--- config.mk ---
export PLATFORM = sky130hd
export DESIGN_NAME = hazard_ctrl_sb
export DESIGN_NICKNAME = d
export VERILOG_FILES = /design/src/rtl/hazard_pkg.sv /design/src/rtl/hazard_scoreboard.sv /design/src/rtl/hazard_ctrl_sb.sv
export SDC_FILE = /design/constraint.sdc
export NUM_CORES = 1
export LEC_CHECK = 0
export CAP_MARGIN = 20
export CORE_ASPECT_RATIO = 1.75
export CORE_MARGIN = 2
export CORE_UTILIZATION = 40
export DETAILED_ROUTE_END_ITERATION = 6
export SETUP_SLACK_MARGIN = 0.5
export SYNTH_ARGS = -nofsm -noshare
export SYNTH_HDL_FRONTEND = slang
export SYNTH_SLANG_ARGS = --single-unit
--- constraint.sdc ---
create_clock -name clk -period 3.99 [get_ports clk]
set_clock_uncertainty 0.2 [all_clocks]
set_input_delay 0.798 -clock clk [delete_from_list [all_inputs] [get_ports clk]]
set_output_delay 0.798 -clock clk [all_outputs]
set_load 0.01 [all_outputs]
--- src/rtl/hazard_pkg.sv ---
// Shared encodings for the hazard controller and the ID-stage decoder.
package hazard_pkg;

  localparam logic [1:0] PC_SEQ    = 2'd0;
  localparam logic [1:0] PC_JUMP   = 2'd1;
  localparam logic [1:0] PC_BRANCH = 2'd2;

  typedef enum logic {
    IDLE  = 1'b0,
    FLUSH = 1'b1
  } flush_state_t;

  localparam logic [5:0] OP_RTYPE = 6'h00;
  localparam logic [5:0] OP_ADDI  = 6'h08;
  localparam logic [5:0] OP_ANDI  = 6'h0C;
  localparam logic [5:0] OP_ORI   = 6'h0D;
  localparam logic [5:0] OP_SLTI  = 6'h0A;
  localparam logic [5:0] OP_LW    = 6'h23;
  localparam logic [5:0] OP_SW    = 6'h2B;
  localparam logic [5:0] OP_J     = 6'h02;
  localparam logic [5:0] OP_BEQ   = 6'h04;
  localparam logic [5:0] OP_BNE   = 6'h05;

endpackage

--- src/rtl/hazard_scoreboard.sv ---
// Per-register load-latency scoreboard: one down-counter per architectural
// register, armed by an issuing load and looked up for both ID sources.
module hazard_scoreboard #(
  parameter int REG_AW   = 5,
  parameter int LOAD_LAT = 1
) (
  input  logic              clk,
  input  logic              rst_n,
  input  logic              issue,
  input  logic              ld_we,
  input  logic [REG_AW-1:0] ld_ws,
  input  logic [REG_AW-1:0] rs,
  input  logic [REG_AW-1:0] rt,
  output logic              rs_busy,
  output logic              rt_busy
);

  localparam int unsigned NREG = 2 ** REG_AW;
  localparam int          CW   = $clog2(LOAD_LAT + 1);

  logic [CW-1:0] cnt [NREG];
  logic          set_en;

  // $0 is hardwired, so a load targeting it never arms an entry.
  assign set_en = issue & ld_we & (ld_ws != '0);

  always_ff @(posedge clk or negedge rst_n) begin
    if (!rst_n) begin
      for (int unsigned i = 0; i < NREG; i++) cnt[i] <= '0;
    end else begin
      for (int unsigned i = 0; i < NREG; i++) begin
        if (set_en && (ld_ws == REG_AW'(i)))
          cnt[i] <= CW'(LOAD_LAT);
        else if (cnt[i] != '0)
          cnt[i] <= cnt[i] - CW'(1);
      end
    end
  end

  assign rs_busy = (rs != '0) && (cnt[rs] != '0);
  assign rt_busy = (rt != '0) && (cnt[rt] != '0);

endmodule

--- src/rtl/hazard_ctrl_sb.sv ---
// Pipeline hazard controller: scoreboard-based load-use stalls, multi-slot
// branch flush, jump redirect and saturating stall/flush counters.
module hazard_ctrl_sb
  import hazard_pkg::*;
#(
  parameter int REG_AW   = 5,
  parameter int LOAD_LAT = 1,
  parameter int BR_FLUSH = 1,
  parameter int CNT_W    = 16
) (
  input  logic              clk,
  input  logic              rst_n,
  input  logic              id_valid,
  input  logic [REG_AW-1:0] id_rs,
  input  logic [REG_AW-1:0] id_rt,
  input  logic              id_re1,
  input  logic              id_re2,
  input  logic              id_we,
  input  logic [REG_AW-1:0] id_ws,
  input  logic              id_is_load,
  input  logic              id_is_jump,
  input  logic              ex_br_taken,
  output logic              pc_en,
  output logic              if_id_en,
  output logic              id_bubble,
  output logic              if_flush,
  output logic [1:0]        pc_sel,
  output logic [CNT_W-1:0]  stall_cnt,
  output logic [CNT_W-1:0]  flush_cnt
);

  localparam logic [1:0] FL_INIT = 2'(BR_FLUSH - 1);

  flush_state_t state;
  logic [1:0]   fl_rem;
  logic         rs_busy, rt_busy;
  logic         haz, kill, stall, issue;

  hazard_scoreboard #(
    .REG_AW   (REG_AW),
    .LOAD_LAT (LOAD_LAT)
  ) u_sb (
    .clk     (clk),
    .rst_n   (rst_n),
    .issue   (issue),
    .ld_we   (id_is_load & id_we),
    .ld_ws   (id_ws),
    .rs      (id_rs),
    .rt      (id_rt),
    .rs_busy (rs_busy),
    .rt_busy (rt_busy)
  );

  assign haz   = id_valid & ((id_re1 & rs_busy) | (id_re2 & rt_busy));
  assign kill  = (state == FLUSH) | ex_br_taken;
  // A kill discards a pending hazard, so it is neither a stall nor an issue.
  assign stall = haz & ~kill;
  assign issue = id_valid & ~stall & ~kill;

  always_comb begin
    pc_en     = 1'b1;
    if_id_en  = 1'b1;
    id_bubble = 1'b0;
    if_flush  = 1'b0;
    pc_sel    = PC_SEQ;
    if (!rst_n) begin
      pc_en     = 1'b0;
      if_id_en  = 1'b0;
      id_bubble = 1'b1;
    end else if (state == FLUSH) begin
      if_flush  = 1'b1;
      id_bubble = 1'b1;
    end else if (ex_br_taken) begin
      pc_sel    = PC_BRANCH;
      if_flush  = 1'b1;
      id_bubble = 1'b1;
    end else if (haz) begin
      pc_en     = 1'b0;
      if_id_en  = 1'b0;
      id_bubble = 1'b1;
    end else if (id_is_jump && id_valid) begin
      pc_sel    = PC_JUMP;
      if_flush  = 1'b1;
    end
  end

  always_ff @(posedge clk or negedge rst_n) begin
    if (!rst_n) begin
      state     <= IDLE;
      fl_rem    <= '0;
      stall_cnt <= '0;
      flush_cnt <= '0;
    end else begin
      case (state)
        IDLE: begin
          if (ex_br_taken && (BR_FLUSH > 1)) begin
            state  <= FLUSH;
            fl_rem <= FL_INIT;
          end
        end
        FLUSH: begin
          fl_rem <= fl_rem - 2'd1;
          if (fl_rem == 2'd1) state <= IDLE;
        end
        default: state <= IDLE;
      endcase
      if (stall && (stall_cnt != '1)) stall_cnt <= stall_cnt + 1'b1;
      if (if_flush && (flush_cnt != '1)) flush_cnt <= flush_cnt + 1'b1;
    end
  end

endmodule

==> run summary, run 1 <==
Startpoint types: input pin
Via-to-Cell Ratio: 5.209
Worst-path fanout max: 8
Final std cell area, no fill: 0.004756 sq mm
Die height: 126.4 microns
Kind of critical path: in -> out
Vias in the first global route: 2770
GR Layer Usage met3: 5.083%
Placed Cells: 481
Die width: 73.96 microns
Core Region: 0.008313 sq mm
Slew margin rel.: 64.88%
Worst-margin pin slew: 0.5213 ns
Outcome: completed
Int Pwr: 1.486 mW
Layout cell share with drive strength beyond 1: 23.68%
Largest net degree at the start of global routing: 40
Worst hold path type: reg -> reg
# fillers: 725
Peak VDD IR: 0.2734 mV
Fin. max-slew vios: 0
Multi-input gate area in the final layout: 0.001697 sq mm
First-pass DRT Iterations: 4
Crit end category: output pin
Tcrit/Tclk final: 89.51%
Mapped Cells: 303
Flop pwr share: 39.7%
Max Cap Viol: 0
Met2 usage: 34.66%
Switching power: 0.4802 mW
Boundary Pins: 62
Grt ovf: 0
#FFs+latches synth: 67
DRT antenna net count: 0
Cell Area, Placed: 0.004253 sq mm
Finished Core Util: 57.21%
Port Buffers: 61
Post-synth EDFFs: 0
Starting Density: 41.21%
CTS sink count: 67
Final min period: 3.571 ns
Area grow syn2layout: 38.82%
CTS tree: built
Crit path DAT: 2.57 ns
Post-Layout Cell Count: 512
CP Data Required Time: 2.99 ns
Average wire per standard cell: 16.63 microns
Residual DRC: 0
Yosys warnings: 0
Syn_nets: 330
Syn_area_per_cell: 11.31 sq um
Post-Route WL: 8514 microns
Upper clock frequency limit: 280.0 MHz
Num CTS Buffers: 9
First-pass GRT wire length: 13740 microns
Ant. Diodes: 0
Skew-Pair Late Insertion Delay: 0.33 ns
Initial antenna violation count: 0
Final nets: 419
RSZ-0062 raised after global routing: yes
Site row count: 44
Post-synth top flop: dfrtp_1
Clock power frac: 43.9%
Async SR Flop Fraction: 100.0%
Library cells used by synthesis: 49
Final hold vios: 0
Reg area: 0.001677 sq mm
M1 GR Usage: 21.65%
Post-DP HPWL: 6184 microns
Logic pwr share: 16.4%
P_leak: 2.014 nW
Clock Tree Root: clkbuf_16
Via Count: 2667
Final setup fails: 0
GRT Max-Usage Layer: met2
Tot GR Track Use: 19.85%
GP Congestion: 0.8240
Hold buffers post-CTS: 0
Clock slew seen by the registers of the worst setup and hold paths: 0.05 ns
PwrDens: 413.5 mW/mm^2
Worst-case clock buffer depth: 2
Seq/Total Area, Yosys: 48.94%
DR iter-0 viols: 127
Sw frac: 24.42%
Die area: 0.009350 sq mm
H-tree levels: 3
Post-Syn Area: 0.003426 sq mm
## cells by family (layout without fill, tap and decap cells)
| kind of cell | Yosys count | in the layout | synth area share [%] |
|---|---|---|---|
| compound gates | 14 | 14 | 2.995 |
| fa+ha+maj | 3 | 3 | 1.096 |
| mux | 28 | 28 | 14.17 |
| flops | 67 | 67 | 48.94 |
| buf+inv | 20 | 114 | 3.068 |
| simple gates | 141 | 141 | 22.21 |
| other cells | 1 | 1 | 0.1095 |
| xor+xnor | 29 | 29 | 7.414 |
## layer usage
layer / up-vias / part of all wire [%]
met5: - / 0
met4: 0 / 2.7
met3: 20 / 3.4
met2: 60 / 56
met1: 1316 / 38
li1: 1271 / -
## power groups by stage
| stage | logic [mW] | clock network [mW] | registers [mW] |
|---|---|---|---|
| final | 0.323 | 0.864 | 0.780 |
| after global routing | 0.355 | 0.915 | 0.790 |
| after CTS | 0.321 | 0.880 | 0.780 |
| after detailed placement | 0.314 | 0 | 0.791 |
| after global placement | 0.312 | 0 | 0.791 |
| after floorplan | 0.126 | 0 | 0.805 |
## sequential cells by signal, indices dropped and copies added, names as in the netlist
register and flops:
stall_cnt 16, state 1, u_sb.cnt 32, flush_cnt 16
fl_rem 2
## path summary, 6_finish.rpt
path / from / endpoint / slack (ns) / cells after the start
worst max-delay path: id_rs[0] / id_bubble / 0.42 / 12
max in group asynchronous: rst_n / flush_cnt[7]$_DFFE_PN0P_ / 2.87 / 2
worst min register to register: fl_rem[0]$_DFFE_PN0P_ / fl_rem[0]$_DFFE_PN0P_ / 0.28 / 1
worst min-delay path: fl_rem[0]$_DFFE_PN0P_ / fl_rem[0]$_DFFE_PN0P_ / 0.28 / 1
min in group asynchronous: rst_n / stall_cnt[14]$_DFFE_PN0P_ / 0.36 / 2
worst max register to register: u_sb.cnt[18]$_DFF_PN0_ / flush_cnt[12]$_DFFE_PN0P_ / 0.79 / 15
## synthesized netlist by cell type (2+ instances only)
cell	count	share of area, %
nor2_1	23	2.5
nor3_1	16	2.3
o21ai_0	3	0.44
buf_4	3	0.66
nand4_1	13	2.4
and2_1	2	0.37
nand2b_1	5	0.91
or2_1	3	0.55
and4_1	2	0.51
xor2_1	8	2.0
buf_6	2	0.66
nand2_1	28	3.1
nor2b_1	5	0.91
clkbuf_1	6	0.66
mux2_2	4	1.3
nor4b_1	2	0.51
dfrtp_1	67	49
mux2i_1	8	2.3
mux4_2	16	11
nor4_1	10	1.8
xnor2_1	21	5.4
ha_1	3	1.1
inv_1	5	0.55
buf_2	3	0.44
and3_1	4	0.73
nand3b_1	2	0.44
nand3_1	17	2.5
## per-stage QoR
stage          hold WS [ns]  TNS, ns  setup WS [ns]  power, mW
5_1_grt              0.3102        0         0.3154      2.060
3_3_place_gp         0.2693   -2.078        -0.4469      1.103
2_1_floorplan        0.2480        0         0.5071     0.9307
6_report             0.2830        0         0.4187      1.966
4_1_cts              0.2753        0         0.3957      1.981
3_5_place_dp         0.2671   -2.232        -0.4924      1.105
## critical path, cell delays in order
cell and delay [ns]:
buf_6 0.07, buf_12 0.12, mux4_2 0.51, mux2i_2 0.18, o22ai_2 0.13, nor3_2 0.17, buf_4 0.15, buf_6 0.09
nand2_4 0.05, nand2_2 0.07, nand3_2 0.07, buf_6 0.15
## timing repair
item / CTS / global route
setup buffers: 13 / 2
endpoints found under the setup margin: 16 / 6
gates resized for setup: 45 / 17
cloned: 0 / 0
pin swaps: 10 / 8
## layout by cell type, fill, tap and decap left out, types with 10 or more instances in the layout
cell             instances
dfrtp_1                 67
clkdlybuf4s50_1         48
nand3_1                 16
buf_6                   13
nor3_1                  15
nand4_1                 13
nand2_1                 26
xnor2_1                 21
mux4_2                  16
nor4_1                  10
nor2_1                  23
buf_4                   22
## cell type report
class	instances	share of cell area [%]
multi-input cells	216	35.67
inverters	5	0.3946
flip-flops and latches	67	35.25
well taps	115	3.026
clock inverters	4	1.526
repair buffers	93	18.73
clock buffers	12	5.393
Note: power is estimated with default switching activity, not from simulation.
==> inputs of run 2 (changes only) <==
--- a/config.mk
+++ b/config.mk
@@ -10,6 +10,7 @@
 export CORE_MARGIN = 2
 export CORE_UTILIZATION = 40
 export DETAILED_ROUTE_END_ITERATION = 6
+export PLACE_DENSITY = 0.66
 export SETUP_SLACK_MARGIN = 0.5
 export SYNTH_ARGS = -nofsm -noshare
 export SYNTH_HDL_FRONTEND = slang
==> constraint.sdc (replaced) <==
create_clock -name clk -period 3.2 [get_ports clk]
set_clock_uncertainty 0.2 [all_clocks]
set_input_delay 0.64 -clock clk [delete_from_list [all_inputs] [get_ports clk]]
set_output_delay 0.64 -clock clk [all_outputs]
set_load 0.01 [all_outputs]
==> run summary, run 2 (synthesis gave the netlist of run 1 again) <==
Outcome: finished with violations
Violated checks: negative setup slack
Worst-path fanout max: 8
Tcrit/Tclk final: 100.5%
Max Cap Viol: 0
DRT antenna net count: 0
Grt ovf: 0
Initial antenna violation count: 1
Fin. max-slew vios: 0
Tot Pwr: 2.276 mW
Num CTS Buffers: 9
Critical path's largest stage delay: 0.50 ns
Worst-case clock buffer depth: 2
Area grow syn2layout: 48.36%
Crit-path slowest cell: mux4_2
First-pass DRT Iterations: 4
Crit end category: output pin
RSZ-0062 raised after global routing: yes
Top delay family on crit path: multiplexers
Skew-Pair Late Insertion Delay: 0.33 ns
Die area: 0.009350 sq mm
Top flop regs: u_sb.cnt x32, flush_cnt x16, stall_cnt x16
H-tree levels: 3
Upper clock frequency limit: 311.1 MHz
Port Buffers: 61
Final nets: 434
CP Data Required Time: 2.36 ns
Startpoint types: input pin
Most common cell after layout, fill and taps aside: dfrtp_1
Via Count: 2734
CP dominant cell by count: mux2i_1
Cell Area, Placed: 0.004333 sq mm
Max reg flops: 32
Commonest non-fill, non-tap cells in the layout: dfrtp_1 (67), clkdlybuf4s50_1 (47), buf_4 (33)
DR iter-0 viols: 112
Via-to-Cell Ratio: 5.198
Slew margin rel.: 46.19%
Largest net degree at the start of global routing: 36
Tot GR Track Use: 20.26%
Final min period: 3.214 ns
Crit path buf inv count: 4
Multi-input gate area in the final layout: 0.001997 sq mm
Worst hold path type: in -> async
Clock slew seen by the registers of the worst setup and hold paths: 0.05 ns
First-pass GRT wire length: 14160 microns
Final std cell area, no fill: 0.005082 sq mm
Crit path DAT: 2.37 ns
Kind of critical path: in -> out
CP cell instances: buf_8, buf_12, mux4_2, mux2i_1, mux2i_1, o211ai_4, nand3b_1, buf_6, nor3_2, buf_2
CTS tree: built
Peak VDD IR: 0.4595 mV
Worst-margin pin slew: 0.7997 ns
PwrDens: 447.9 mW/mm^2
Post-Route WL: 8916 microns
Boundary Pins: 62
GP Congestion: 0.7911
Die width: 73.96 microns
Reg area: 0.001677 sq mm
Clock Tree Root: clkbuf_16
Core Region: 0.008313 sq mm
P_leak: 2.119 nW
PnR worst setup slack: -0.01442 ns
Final hold vios: 0
Starting Density: 41.21%
Average wire per standard cell: 16.95 microns
Hold buffers post-CTS: 0
# fillers: 693
CTS sink count: 67
Vias in the first global route: 2940
Setup slack at placement: -0.9598 ns
Post-DP HPWL: 6227 microns
Die height: 126.4 microns
Site row count: 44
Residual DRC: 0
Setup tns final: -0.01442 ns
Layout cell share with drive strength beyond 1: 36.83%
Min Hold Slack: 0.2348 ns
Final setup fails: 1
Biggest register: u_sb.cnt
run 2: what timing repair did:
item | in CTS | in global routing
buffers inserted | 13 | 6
setup endpoints to repair | 69 | 61
resized for setup | 67 | 59
cloned | 2 | 0
pin swaps | 24 | 26
run 2: power by group:
group          switching (mW)  internal [mW]  total (mW)
registers              0.0709          0.906       0.977
logic                   0.203          0.250       0.453
clock network           0.338          0.508       0.846
total                   0.611           1.66        2.28
run 2: area by class of cell:
cell class                 instances  share of cell area (%)
clock inverter                     4                  0.3939
multi-input combinational        218                   39.29
sequential                        67                   32.99
inverter                           5                  0.3693
tap                              115                   2.831
antenna                            1                 0.04924
timing repair buffer             106                   19.57
clock buffer                      10                   4.505
run 2: path summary, 6_finish.rpt:
| kind | start | to | slack [ns] | depth (start not counted) |
|---|---|---|---|---|
| setup / recovery | id_rt[0] | pc_sel[0] | -0.01 | 10 |
| hold / removal | rst_n | stall_cnt[2]$_DFFE_PN0P_ | 0.23 | 2 |
| setup reg to reg | u_sb.cnt[19]$_DFF_PN0_ | flush_cnt[11]$_DFFE_PN0P_ | 0.41 | 11 |
| hold reg to reg | fl_rem[0]$_DFFE_PN0P_ | fl_rem[0]$_DFFE_PN0P_ | 0.28 | 1 |
| max in group asynchronous | rst_n | flush_cnt[1]$_DFFE_PN0P_ | 2.24 | 2 |
| min in group clk | fl_rem[0]$_DFFE_PN0P_ | fl_rem[0]$_DFFE_PN0P_ | 0.28 | 1 |
run 2: per-stage QoR:
| stage | util, % | std cells |
|---|---|---|
| finish | 61.14 | 526 |
| global route | 61.14 | 526 |
| CTS | 57.38 | 519 |
| detailed placement | 52.12 | 490 |
| global placement | 52.12 | 490 |
| floorplan | - | 303 |
run 2: routing by layer:
layer | GRT usage, % | vias to the layer above | part of all wire [%]
li1 | - | 1299 | -
met1 | 21.89 | 1368 | 37
met2 | 35.71 | 52 | 56
met3 | 4.527 | 15 | 3.4
met4 | 10.37 | 0 | 2.8
met5 | 0 | - | 0
==> inputs of run 3 (changes only) <==
--- a/config.mk
+++ b/config.mk
@@ -7,10 +7,10 @@
 export LEC_CHECK = 0
 export CAP_MARGIN = 20
 export CORE_ASPECT_RATIO = 1.75
-export CORE_MARGIN = 2
+export CORE_MARGIN = 4
 export CORE_UTILIZATION = 40
 export DETAILED_ROUTE_END_ITERATION = 6
-export PLACE_DENSITY = 0.66
+export REMOVE_ABC_BUFFERS = 1
 export SETUP_SLACK_MARGIN = 0.5
 export SYNTH_ARGS = -nofsm -noshare
 export SYNTH_HDL_FRONTEND = slang
==> constraint.sdc (replaced) <==
create_clock -name clk -period 4.1 [get_ports clk]
set_clock_uncertainty 0.2 [all_clocks]
set_input_delay 0.82 -clock clk [delete_from_list [all_inputs] [get_ports clk]]
set_output_delay 0.82 -clock clk [all_outputs]
set_load 0.01 [all_outputs]
==> run summary, run 3 (synthesis gave the netlist of run 1 again) <==
Crit-path slowest cell: mux4_2
Worst R2R Setup Slack: 1.31 ns
Commonest non-fill, non-tap cells in the layout: dfrtp_1 (67), clkdlybuf4s50_1 (48), nand2_1 (26)
Crit path DAT: 2.64 ns
Boundary Pins: 62
Worst hold path type: reg -> reg
Layout cell share with drive strength beyond 1: 21.65%
FF-to-FF End: u_sb.cnt[29]$_DFF_PN0_
Via-to-Cell Ratio: 5.282
CP dominant cell by count: mux2i_1
Initial antenna violation count: 0
Startpoint types: input pin
DR iter-0 viols: 160
Worst-path fanout max: 8
Final hold vios: 0
Die width: 77.96 microns
CP cell instances: buf_8, buf_12, mux4_2, mux2i_1, mux2i_1, o211ai_2, buf_4, nand3b_1, nor3_1, buf_2
Hold buffers post-CTS: 0
H-tree levels: 3
Die height: 130.4 microns
Post-DP HPWL: 6407 microns
CTS sink count: 67
Tot Pwr: 2.013 mW
Fin. max-slew vios: 0
Peak VDD IR: 0.3933 mV
Slew margin rel.: 55.74%
CTS tree: built
Worst R2R Path Depth: 9
GP Congestion: 0.8579
Num CTS Buffers: 9
Worst-case clock buffer depth: 2
P_leak: 1.994 nW
Die area: 0.01017 sq mm
Critical Path End: pc_sel[0]
PwrDens: 427.5 mW/mm^2
Residual DRC: 0
Worst-margin pin slew: 0.6638 ns
Clock slew seen by the registers of the worst setup and hold paths: 0.05 ns
Most common cell after layout, fill and taps aside: dfrtp_1
Outcome: completed
Crit path from: id_rt[0]
Starting Density: 41.21%
Top delay family on crit path: multiplexers
Vias in the first global route: 2865
Port Buffers: 61
Setup slack at placement: -0.4832 ns
PnR worst setup slack: 0.4402 ns
Crit end category: output pin
Tcrit/Tclk final: 89.26%
# fillers: 735
Largest net degree at the start of global routing: 54
Critical path's largest stage delay: 0.49 ns
Site row count: 44
Ant. Diodes: 0
Average wire per standard cell: 17.09 microns
Final min period: 3.660 ns
Via Count: 2657
Logic pwr share: 15.5%
Core Region: 0.008313 sq mm
Clock Tree Root: clkbuf_16
CP Data Required Time: 3.08 ns
Top flop regs: u_sb.cnt x32, flush_cnt x16, stall_cnt x16
Skew-Pair Late Insertion Delay: 0.33 ns
Tot GR Track Use: 18.46%
Final nets: 411
Biggest register: u_sb.cnt
Multi-input gate area in the final layout: 0.001685 sq mm
Area grow syn2layout: 37.44%
First-pass GRT wire length: 14340 microns
Flop pwr share: 37.8%
Switching power: 0.4652 mW
Grt ovf: 0
Upper clock frequency limit: 273.2 MHz
Finished Core Util: 56.64%
Max Cap Viol: 0
Crit path buf inv count: 4
Max reg flops: 32
Sw frac: 23.11%
DRT antenna net count: 0
Reg area: 0.001677 sq mm
Kind of critical path: in -> out
Post-Route WL: 8597 microns
Final setup fails: 0
Worst Hold Depth: 1
Reg-to-Reg Start: u_sb.cnt[31]$_DFF_PN0_
RSZ-0062 raised after global routing: yes
Int Pwr: 1.548 mW
First-pass DRT Iterations: 4
Clock power frac: 46.7%
WP depth: 10
[run 3: cell count changes in the layout (fill, tap and decap cells not counted), sizes merged]
cell / delta
bufinv: +4
clkdlybuf4s15: +1
a21o: -1
clkinv: -3
clkdlybuf4s50: +1
dlygate4sd2: -1
buf: -22
diode: -1
or2: -1
[run 3: layer usage]
| metal | track usage, % | share of wire (%) | vias up |
|---|---|---|---|
| met2 | 33.89 | 56 | 58 |
| met1 | 19.79 | 38 | 1337 |
| li1 | - | - | 1247 |
| met5 | 0 | 0 | - |
| met4 | 7.827 | 2.2 | 0 |
| met3 | 5.075 | 4.0 | 15 |
[run 3: layout make-up]
| cell class | instances | share of cell area (%) |
|---|---|---|
| Multi-Input combinational cell | 216 | 35.80 |
| Sequential cell | 67 | 35.61 |
| Timing Repair Buffer | 85 | 17.41 |
| Clock buffer | 10 | 5.076 |
| Tap cell | 115 | 3.056 |
| Clock inverter | 5 | 2.657 |
| Inverter | 5 | 0.3986 |
[run 3: worst min path at each step]
stage                               start                     to  slack [ns]
finish              fl_rem[0]$_DFFE_PN0P_  fl_rem[0]$_DFFE_PN0P_        0.29
global route        fl_rem[0]$_DFFE_PN0P_  fl_rem[0]$_DFFE_PN0P_        0.31
CTS                 fl_rem[0]$_DFFE_PN0P_  fl_rem[0]$_DFFE_PN0P_        0.29
detailed placement  fl_rem[0]$_DFFE_PN0P_  fl_rem[0]$_DFFE_PN0P_        0.28
global placement    fl_rem[0]$_DFFE_PN0P_  fl_rem[0]$_DFFE_PN0P_        0.26
floorplan           fl_rem[0]$_DFFE_PN0P_  fl_rem[0]$_DFFE_PN0P_        0.25
[run 3: metrics by stage]
step	std cells	instance area, sq um	hold slack, ns	TNS [ns]
2_1_floorplan	288	3339	0.2480	0
3_3_place_gp	483	4269	0.2637	-1.973
3_5_place_dp	483	4269	0.2848	-2.082
4_1_cts	502	4671	0.2931	0
5_1_grt	503	4708	0.3060	0
6_report	503	4708	0.2888	0
[run 3: power groups by stage]
stage | combinational [mW] | sequential (mW) | clock [mW]
global placement | 0.307 | 0.772 | 0
floorplan | 0.103 | 0.783 | 0
finish | 0.312 | 0.760 | 0.941
global route | 0.346 | 0.768 | 0.995
CTS | 0.315 | 0.760 | 0.956
detailed placement | 0.309 | 0.771 | 0
[run 3: repair_timing]
action                                  in CTS  in global routing
gates resized for setup                     51                  8
buffers inserted                             4                  1
pin swaps                                    9                  3
cloned                                       0                  0
hold endpoints to repair                     0                  0
endpoints found under the setup margin       5                  5
==> RTL edit 1 (settings of run 1) <==
`REG_AW` is set to 5 in 2 places; all go to 6.
--- a/src/rtl/hazard_scoreboard.sv
+++ b/src/rtl/hazard_scoreboard.sv
@@ -2,5 +2,5 @@
 // register, armed by an issuing load and looked up for both ID sources.
 module hazard_scoreboard #(
-  parameter int REG_AW   = 5,
+  parameter int REG_AW   = 6,
   parameter int LOAD_LAT = 1
 ) (
--- a/src/rtl/hazard_ctrl_sb.sv
+++ b/src/rtl/hazard_ctrl_sb.sv
@@ -4,5 +4,5 @@
   import hazard_pkg::*;
 #(
-  parameter int REG_AW   = 5,
+  parameter int REG_AW   = 6,
   parameter int LOAD_LAT = 1,
   parameter int BR_FLUSH = 1,
Interface: changed (resized id_rs, id_rt and id_ws); port bits go from 62 to 65. The function was not compared with the original's and may differ.
==> RTL edit 1 against run 1 <==
Synthesized area is 42% higher. Final area is 33% higher. Setup slack lost 370 ps. Sequential cell count up 32. Wire length rose by 42%. Via count is 38% higher. Critical endpoint is now if_flush. Largest power group is now sequential cells. Total power rose by 22%. Largest cell class is now sequential cells.
==> RTL edit 1: results (changes against run 1) <==
Critical Path AT=2940 ps (+370 ps); met2 routed WL=6390 µm (+33%); first-pass GRT wire length=20200 µm (+47%); Tightest Hold Check Type=in -> async; Critical Path Source=id_rt[0]; Worst R2R Start=u_sb.cnt[32]; Post-Syn Nets=460 (+39%); global routing met1 resource utilization=22.9% (+1.2 points); Max transition margin=35.5% (-29 points); Crit Path Max Fanout=5 (-3); # port buffers=64 (+4.9%); Post-synth top cells=dfrtp_1 (99), nor2_1 (73), nand2_1 (31), nand3_1 (27), xnor2_1 (26); 1st-pass router iterations=5 (+1); GRT Overall Usage=20.2% (+0.32 points); clk_lat worst skew=350 ps (+20 ps); DR iter-0 viols=215 (+69%); Setup WS pre-CTS=-877 ps (-384 ps); leakage=2.76 nW (+37%); dpl cells=650 (+35%); met2 Usage GRT=34.6% (-0.043 points); Synth area leaders=dfrtp_1 (51%), mux4_2 (11%), nor2_1 (5.6%), xnor2_1 (4.7%), mux2i_1 (4.3%); DR vias=3673 (+38%); Post-Place Cell Area=5920 µm² (+39%); vias in the first global route=3858 (+39%); final WL=12100 µm (+42%); biggest regs=u_sb.cnt x64, flush_cnt x16, stall_cnt x16; Met3 Routed Length=575 µm (+97%); DP Wirelength=9120 µm (+47%); grt met3 use=4.63% (-0.45 points); post-synth cell types=47 (-4.1%); Filler Cell Count=1061 (+46%); drt wl/cell=18.0 µm (+8.3%); share of layout cells above drive strength 1=20.8% (-2.9 points); run status=completed; largest vdd supply drop=309 µV (+13%); Seq/Total Area, Yosys=51.0% (+2.1 points); Synth Area per Inst=11.3 µm² (-0.12%)
RTL edit 1: stage by stage:
step | TNS [ps] | util (%) | hold slack (ps) | total power, mW
final | 0 | 53.1 | 152 | 2.40
after global routing | -40.8 | 53.1 | 159 | 2.52
after CTS | 0 | 53.1 | 149 | 2.42
after detailed placement | -21880 | 49.6 | 273 | 1.56
after global placement | -18670 | 49.6 | 261 | 1.55
after floorplan | 0 | - | 248 | 1.32
RTL edit 1: logic make-up (layout without fill, tap and decap cells):
logic type	count (synthesis)	after routing	share of synthesized area [%]
AOI/OAI and AO/OA	33	33	5.05
and+or+nand+nor	189	189	18.7
xor gates and xnor gates	30	30	5.41
adders and majority gates	3	3	0.773
buffers and inverters	26	130	2.86
other	1	1	0.0772
DFF	99	99	51.0
muxes	49	49	16.2
RTL edit 1: area by class of cell:
class                      instances  share of cell area, %
multi-input combinational        305                   36.9
timing repair buffer             107                   16.3
clock buffer                       9                   3.55
tap                              137                   2.70
clock inverter                     7                   1.07
inverter                           7                  0.414
sequential                        99                   39.1
RTL edit 1: worst paths after layout:
check | to | slack, ps | depth (start not counted)
max | if_flush | 50 | 10
min | flush_cnt[10] | 150 | 1
max reg2reg | u_sb.cnt[11] | 930 | 9
min reg2reg | fl_rem[0] | 280 | 1
max in group asynchronous | flush_cnt[6] | 2140 | 2
min in group clk | fl_rem[0] | 280 | 1
RTL edit 1: power by group through the flow:
stage          clock [mW]  combinational, mW  sequential [mW]
5_1_grt             0.913              0.475             1.13
6_report            0.839              0.437             1.12
2_1_floorplan           0              0.169             1.15
4_1_cts             0.858              0.442             1.12
3_5_place_dp            0              0.422             1.14
3_3_place_gp            0              0.414             1.13
RTL edit 1: timing repair:
action,CTS,global route
setup endpoints to repair,100,7
gates cloned,0,0
gates resized for setup,67,2
setup buffers,5,0
pin swaps,15,5
==> RTL edit 2 (flow settings as in run 1) <==
Without the edit above. Make the reset (`rst_n`) synchronous in 2 clocked blocks.
--- a/src/rtl/hazard_scoreboard.sv
+++ b/src/rtl/hazard_scoreboard.sv
@@ -25,5 +25,5 @@
   assign set_en = issue & ld_we & (ld_ws != '0);
 
-  always_ff @(posedge clk or negedge rst_n) begin
+  always_ff @(posedge clk) begin
     if (!rst_n) begin
       for (int unsigned i = 0; i < NREG; i++) cnt[i] <= '0;
--- a/src/rtl/hazard_ctrl_sb.sv
+++ b/src/rtl/hazard_ctrl_sb.sv
@@ -85,5 +85,5 @@
   end
 
-  always_ff @(posedge clk or negedge rst_n) begin
+  always_ff @(posedge clk) begin
     if (!rst_n) begin
       state     <= IDLE;
Function: differs if rst_n is asserted again (counterexample within 4 cycles, from zero or initial values and one cycle with rst_n low); with rst_n held inactive, the same outputs for 10 cycles.
==> RTL edit 2 against run 1 <==
Wire length is 20% higher. Setup slack worse by 230 ps. Final cell count increased by 19%. Critical path depth shrank 3. Final area rose by 8.9%. Synthesized area grew 14%. Total power decreased by 9.9%. Sequential cell count stayed put. Largest cell class unchanged. Largest power group unchanged.
==> RTL edit 2: results (changes against run 1) <==
run status=completed; xor-xnor portion of the synthesized cell area=0.224% (-7.2 points); Critical Path AT=2800 ps (+230 ps); clock power share=42.4% (-1.5 points); comb pwr=0.274 mW (-15%); met2 routed WL=5540 µm (+16%); wire length on met1=4090 µm (+28%); Setup WS pre-CTS=-897 ps (-404 ps); critical hold path startpoint=flush_cnt[10]; largest net degree at the start of global routing=49 (+23%); Post-layout nets=511 (+22%); DP Wirelength=7560 µm (+22%); global routing met1 resource utilization=22.4% (+0.76 points); ys async rst share=0% (-100 points); Min-Delay Endpoint=flush_cnt[10]; number of flops mapped to enable cells by yosys=15 (+15); largest vdd supply drop=212 µV (-22%); average vias per placed instance=5.78 (+11%); dpl cells=593 (+23%); vias in the first global route=3472 (+25%); Critical Path Source=id_rt[4]; post-synth cell types=53 (+8.2%); Post-Syn Nets=442 (+34%); post-synthesis compound-gate area fraction=11.8% (+8.8 points); Crit Path Max Fanout=5 (-3); Seq/Total Area, Yosys=38.2% (-11 points); leakage=1.86 nW (-7.7%); R2R cell count=9 (-6); Filler Cell Count=848 (+17%); final WL=10200 µm (+20%); share of layout cells above drive strength 1=19.6% (-4.0 points); Slowest-stage cell, CP=clkdlybuf4s50_1; first-pass GRT wire length=16900 µm (+23%); Met3 Routed Length=344 µm (+18%)
## RTL edit 2: changes by cell type after synthesis, sizes merged, moves of 15 or more
cell	before	now
dfrtp	67	0
dfxtp	0	52
a21oi	2	29
xnor2	21	1
mux2i	8	26
edfxtp	0	15
nand3b	2	17
## RTL edit 2: critical path: cells and delay by family
family	cells	cell delay, ps
and+or+nand+nor	1	100
buffers and inverters	4	1020
AOI/OAI and AO/OA	4	860
## RTL edit 2: timing repair
item | in CTS | in global routing
buffers inserted | 2 | 0
resized for setup | 49 | 11
hold buffers | 0 | 0
pin swaps | 6 | 7
setup endpoints to repair | 71 | 25
## RTL edit 2: area by class of cell
class	instances	area, µm²	area share (%)
Clock buffer	9	225	4.35
Clock inverter	7	60.1	1.16
Inverter	8	30.0	0.580
Multi-Input combinational cell	309	2360	45.6
Sequential cell	67	1490	28.8
Tap cell	122	153	2.95
Timing Repair Buffer	89	857	16.5
